==> config.mk <==
export PLATFORM = sky130hd
export DESIGN_NAME = bcd_conv_arbiter
export DESIGN_NICKNAME = d
export VERILOG_FILES = /design/src/rtl/bcd_conv_arbiter.sv
export SDC_FILE = /design/constraint.sdc
export NUM_CORES = 1
export LEC_CHECK = 0
export ABC_CLOCK_PERIOD_IN_PS = 3750
export CORE_ASPECT_RATIO = 1.2
export CORE_UTILIZATION = 41
export CTS_CLUSTER_DIAMETER = 200
export DETAILED_ROUTE_END_ITERATION = 8
export HOLD_SLACK_MARGIN = 0.1
export PLACE_DENSITY = 0.89
export SETUP_SLACK_MARGIN = 0.3
export SLEW_MARGIN = 20
export SYNTH_ARGS = -nofsm -noshare
export SYNTH_HDL_FRONTEND = slang
export SYNTH_SLANG_ARGS = --single-unit
==> constraint.sdc <==
create_clock -name clk_i -period 3.75 [get_ports clk_i]
set_clock_uncertainty 0.2 [all_clocks]
set_input_delay 0.75 -clock clk_i [delete_from_list [all_inputs] [get_ports clk_i]]
set_output_delay 0.75 -clock clk_i [all_outputs]
set_load 0.05 [all_outputs]
==> src/rtl/bcd_conv_arbiter.sv <==
// Round-robin sequencer sharing one binary-to-decimal converter among NUM_REQ requesters.
// Optional converter self-check is built when BCD_CONV_CHECK_EN is defined; otherwise err_o is 0.
module bcd_conv_arbiter #(
    parameter int unsigned NUM_REQ  = 4,
    parameter int unsigned CONV_LAT = 1,
    parameter int unsigned ID_W     = $clog2(NUM_REQ)
) (
    input  logic                 clk_i,
    input  logic                 rst_ni,
    input  logic [NUM_REQ-1:0]   req_i,
    input  logic [NUM_REQ*8-1:0] bin_i,
    output logic [NUM_REQ-1:0]   gnt_o,
    output logic [7:0]           conv_bin_o,
    input  logic [7:0]           conv_dec_i [3],
    output logic                 rsp_valid_o,
    input  logic                 rsp_ready_i,
    output logic [ID_W-1:0]      rsp_id_o,
    output logic [7:0]           rsp_dec_o [3],
    output logic                 err_o
);

    localparam int unsigned CntW = (CONV_LAT > 1) ? $clog2(CONV_LAT) : 1;

    typedef enum logic [1:0] {StIdle, StConv, StResp} state_e;

    state_e              r_state;
    state_e              w_state_nxt;
    logic [ID_W-1:0]     r_last;
    logic [ID_W-1:0]     r_id;
    logic [CntW-1:0]     r_cnt;

    logic                w_arb;
    logic                w_sample;
    logic [NUM_REQ-1:0]  w_rot;
    logic [ID_W-1:0]     w_off;
    logic                w_found;
    logic [ID_W-1:0]     w_win;
    logic [NUM_REQ-1:0]  w_gnt;
    logic [7:0]          w_bin;

    // Rotate requests so bit 0 is the requester just after the last winner.
    assign w_rot = NUM_REQ'({req_i, req_i} >> (int'(r_last) + 1));

    always_comb begin
        w_off   = '0;
        w_found = 1'b0;
        for (int i = 0; i < NUM_REQ; i++) begin
            if (!w_found && w_rot[i]) begin
                w_found = 1'b1;
                w_off   = ID_W'(i);
            end
        end
        w_win = ID_W'((int'(r_last) + 1 + int'(w_off)) % NUM_REQ);
        w_gnt = '0;
        w_gnt[w_win] = 1'b1;
        w_bin = bin_i[{w_win, 3'b000} +: 8];
    end

    always_comb begin
        w_state_nxt = r_state;
        w_arb       = 1'b0;
        w_sample    = 1'b0;
        unique case (r_state)
            StIdle: begin
                if (|req_i) begin
                    w_arb       = 1'b1;
                    w_state_nxt = StConv;
                end
            end
            StConv: begin
                if (r_cnt == '0) begin
                    w_sample    = 1'b1;
                    w_state_nxt = StResp;
                end
            end
            StResp: begin
                if (rsp_ready_i) begin
                    if (|req_i) begin
                        w_arb       = 1'b1;
                        w_state_nxt = StConv;
                    end else begin
                        w_state_nxt = StIdle;
                    end
                end
            end
            default: w_state_nxt = StIdle;
        endcase
    end

    always_ff @(posedge clk_i or negedge rst_ni) begin
        if (!rst_ni) begin
            r_state <= StIdle;
        end else begin
            r_state <= w_state_nxt;
        end
    end

    always_ff @(posedge clk_i or negedge rst_ni) begin
        if (!rst_ni) begin
            gnt_o       <= '0;
            conv_bin_o  <= '0;
            rsp_valid_o <= 1'b0;
            rsp_id_o    <= '0;
            rsp_dec_o   <= '{default: '0};
            r_id        <= '0;
            r_last      <= ID_W'(NUM_REQ - 1);
            r_cnt       <= '0;
        end else begin
            gnt_o <= w_arb ? w_gnt : '0;
            if (w_arb) begin
                conv_bin_o <= w_bin;
                r_id       <= w_win;
                r_last     <= w_win;
                r_cnt      <= CntW'(CONV_LAT - 1);
            end else if (r_state == StConv && r_cnt != '0) begin
                r_cnt <= r_cnt - 1'b1;
            end
            if (w_sample) begin
                rsp_valid_o <= 1'b1;
                rsp_id_o    <= r_id;
                rsp_dec_o   <= conv_dec_i;
            end else if (r_state == StResp && rsp_ready_i) begin
                rsp_valid_o <= 1'b0;
            end
        end
    end

`ifdef BCD_CONV_CHECK_EN
    logic [15:0] w_sum;
    logic        w_bad;

    always_comb begin
        w_sum = 16'(conv_dec_i[2]) * 16'd100 + 16'(conv_dec_i[1]) * 16'd10
              + 16'(conv_dec_i[0]);
        w_bad = (conv_dec_i[2] > 8'd2) || (conv_dec_i[1] > 8'd9) || (conv_dec_i[0] > 8'd9)
             || (w_sum != 16'(conv_bin_o));
    end

    always_ff @(posedge clk_i or negedge rst_ni) begin
        if (!rst_ni) begin
            err_o <= 1'b0;
        end else if (w_sample && w_bad) begin
            err_o <= 1'b1;
        end
    end
`else
    assign err_o = 1'b0;
`endif

endmodule

==> flow_summary.yaml <==
worst_setup_path:
  crit_reg_reg_startpoint: "r_last[1]$_DFFE_PN1P_"
  cp.arrival_ns: 3.18
  cp_slowest_cell: "clkdlybuf4s50_1"
  worstPathMaxFanout: 12
  slowest_delay_ns: 0.56
  setup.worst_path.end_class: "register"
  cp_cell_sequence: "clkdlybuf4s50_1 -> nor2b_1 -> a21oi_1 -> o21ai_0 -> o21ai_0 -> ha_1 -> xor2_1 -> a31oi_2 -> or2_4 -> buf_4 -> o311ai_4"
  worstRegToRegCells: 10
  timing.setup.critical_path_class: "input port to register"
  worst_setup_path_start_kind: "input port"
  worst_path_most_repeated_cell: "o21ai_0"
  critical_path_required_ns: 3.76
  reg2reg_setup_slack_ns: 0.93
  critical_path.reg2reg.endpoint: "conv_bin_o[5]$_DFFE_PN0P_"
logic_synthesis:
  synth_async_sr_flop_share_pct: 100
  postSynthRegisterBits: 46
  synth_top_cell_by_area: "dfrtp_1"
  yosysWarningCount: 0
  synth_area_per_cell_um2: 12.0
  synth_edf_count: 0
  synth_cell_types: 34
  seq_area_frac_synth_pct: 51.1
  synth_flop_cell: "dfrtp_1"
  leading_cell_types_by_total_area_after_synthesis: "dfrtp_1 49%, mux2_2 13%, mux2i_1 7.1%"
  post_synth_inst_count: 188
  synth.net_count: 252
  synth.top_cell.area_share_pct: 48.7
  syn_area_um2: 2260
die:
  initial_core_util_pct: 42.7
  design.die.area_um2: 5810
  dieWidth_um: 69.8
  ios: 103
  rows: 29
  chipHeight_um: 83.3
  design.core.area_um2: 5300
clock_network:
  worst_skew_pair.late_latency_ns: 0.30
  cts.clk_slew.worst_paths_ns: 0.09
  tritoncts_sinks: 46
  cts_tree: "yes"
  ctsHtreeMaxLevel: 2
  post_cts_hold_buffer_count: 0
  tritoncts.num_buffers: 5
  cts_max_path_bufs: 2
  cts-root-buf: "clkbuf_8"
pwr:
  power_switching_share_pct: 46.5
  cellInternalPower_uw: 1990
  leakage_uw: 0.00146
  power_per_cell_area_nw_per_um2: 1070
  clockPowerShare_pct: 9.8
  peakVddDrop_v: 0.000604
  p_seq_share_pct: 24.1
  power.switching_uw: 1730
  pwr-share-comb_pct: 66.1
timing:
  fmax_mhz: 315
  min_cycle_time_layout_ns: 3.17
  max_slew_margin_pct: 61.9
  setup_total_negative_slack_ns: 0
  setup_repair_after_global_routing_missed_its_margin: "false"
  setup_violations: 0
  slew_violations: 0
  worst_pin_slew_ns: 0.572
  setup_slack_ns: 0.580
  final_hold_viol_count: 0
  timing.final.crit_share_pct: 84.5
placement:
  detailedPlacementHpwl_mm: 3.72
  place.gp.congestion: 0.846
  post-place-ws_ns: 0.123
  numPortBuffers: 101
routing:
  via_per_inst: 5.10
  via_count: 1805
  wl_mm: 5.08
  route.detailed.drc: 0
  drt-pass1-iter-count: 4
  drtAntennaViolNets: 0
  detail_route.wl_per_cell_um: 14.3
  first_iter_violations: 87
final_layout:
  final_nets: 355
  final_common_cell: "clkdlybuf4s50_1"
  layout-area-overhead-vs-synth_pct: 53.3
  most_frequent_cells_in_the_layout: "99 x clkdlybuf4s50_1, 44 x dfrtp_1, 27 x mux2_2, 16 x nor2_1, 16 x mux2i_1"
  nFillCells: 422
  diodes: 0
  layout-drive-gt1-share_pct: 18.5
global_route:
  first_global_vias: 1777
  grt_pass1_wl_mm: 8.38
  grt_antenna_before_repair: 0
  gr-usage-all-layers_pct: 18.1
  maximum_number_of_pins_on_one_net_before_global_route_repair: 47
  globalRouteOverflowTotal: 0
run:
  drv.max_cap_violation_count: 0
hold_path:
  holdCritPathClass: "input port to async pin"
run_status:
  status: "completed"
[cell type report]
type                    instances  area [um2]  share of cell area [%]
clock buffers                   5        68.8                    1.99
well taps                      62        77.6                    2.24
flip-flops and latches         46        1150                    33.3
clock inverters                 3        45.0                    1.30
inverters                       3        11.3                   0.325
repair buffers                108        1090                    31.4
multi-input cells             127        1020                    29.4
[worst max-delay path: cells and delay by family]
kind                       cells  cell delay [ns]
and+or+nand+nor                2             0.53
adders and majority gates      1             0.21
buffers and inverters          2             0.73
AOI/OAI and AO/OA              5             0.74
xor gates and xnor gates       1             0.22
[timing repair]
item | in CTS | in global routing
setup endpoints to repair | 0 | 14
buffers inserted | 0 | 4
gates resized for setup | 0 | 2
[registers in the layout (all words and copies together), names as in the netlist]
name / flops
conv_bin_o: 8
gnt_o: 4
r_cnt: 1
r_id: 2
r_last: 2
r_state: 2
rsp_dec_o: 24
rsp_id_o: 2
rsp_valid_o: 1
[through the flow]
stage          std cells  instance area, um2  power, uW  util (%)  hold slack, ns
3_3_place_gp         342                3300       3190      62.2           0.265
5_1_grt              354                3460       3900      65.4           0.289
3_5_place_dp         342                3300       3250      62.2           0.281
2_1_floorplan        188                2260       2630         -           0.244
6_report             354                3460       3710      65.4           0.235
4_1_cts              350                3410       3630      64.4           0.301
[worst max path at each step]
stage / start / depth (start not counted) / endpoint
final: req_i[3] / 11 / conv_bin_o[5]$_DFFE_PN0P_
after CTS: req_i[2] / 11 / conv_bin_o[1]$_DFFE_PN0P_
after global routing: req_i[0] / 12 / conv_bin_o[4]$_DFFE_PN0P_
after detailed placement: req_i[2] / 11 / conv_bin_o[2]$_DFFE_PN0P_
after floorplan: req_i[0] / 11 / conv_bin_o[7]$_DFFE_PN0P_
after global placement: req_i[2] / 11 / conv_bin_o[2]$_DFFE_PN0P_
[routing by layer]
| layer | wire length [um] | global-route usage (%) |
|---|---|---|
| met5 | 0 | 0 |
| met1 | 2020 | 21.6 |
| met4 | 94 | 5.45 |
| met3 | 288 | 3.40 |
| met2 | 2670 | 32.5 |
[Yosys cell counts (all sizes together) (2+ instances only)]
cell	number
nand2b	2
dfstp	2
inv	3
and3	2
and3b	2
buf	8
a21oi	3
nor3	2
mux2	27
nor3b	4
o21ai	17
mux2i	16
o311ai	8
nor2b	4
dfrtp	44
clkbuf	4
nand2	14
nor2	17
[power by group through the flow]
| stage | clock network (uW) | logic [uW] | registers (uW) |
|---|---|---|---|
| floorplan | 0 | 1050 | 1580 |
| global placement | 0 | 2310 | 883 |
| detailed placement | 0 | 2350 | 905 |
| CTS | 376 | 2360 | 895 |
| global route | 394 | 2580 | 927 |
| finish | 365 | 2450 | 895 |
[logic make-up (layout without fill, tap and decap cells)]
| group | after synthesis | after routing | share of synthesized area (%) |
|---|---|---|---|
| AOI/OAI and AO/OA | 32 | 32 | 12.0 |
| xor gates and xnor gates | 1 | 1 | 0.388 |
| adders and majority gates | 1 | 1 | 0.554 |
| buffers and inverters | 15 | 119 | 4.26 |
| DFF | 46 | 46 | 51.1 |
| muxes | 43 | 43 | 20.5 |
| other | 1 | 1 | 0.166 |
| and+or+nand+nor | 49 | 49 | 11.0 |
Power figures use the tool's default switching activity.
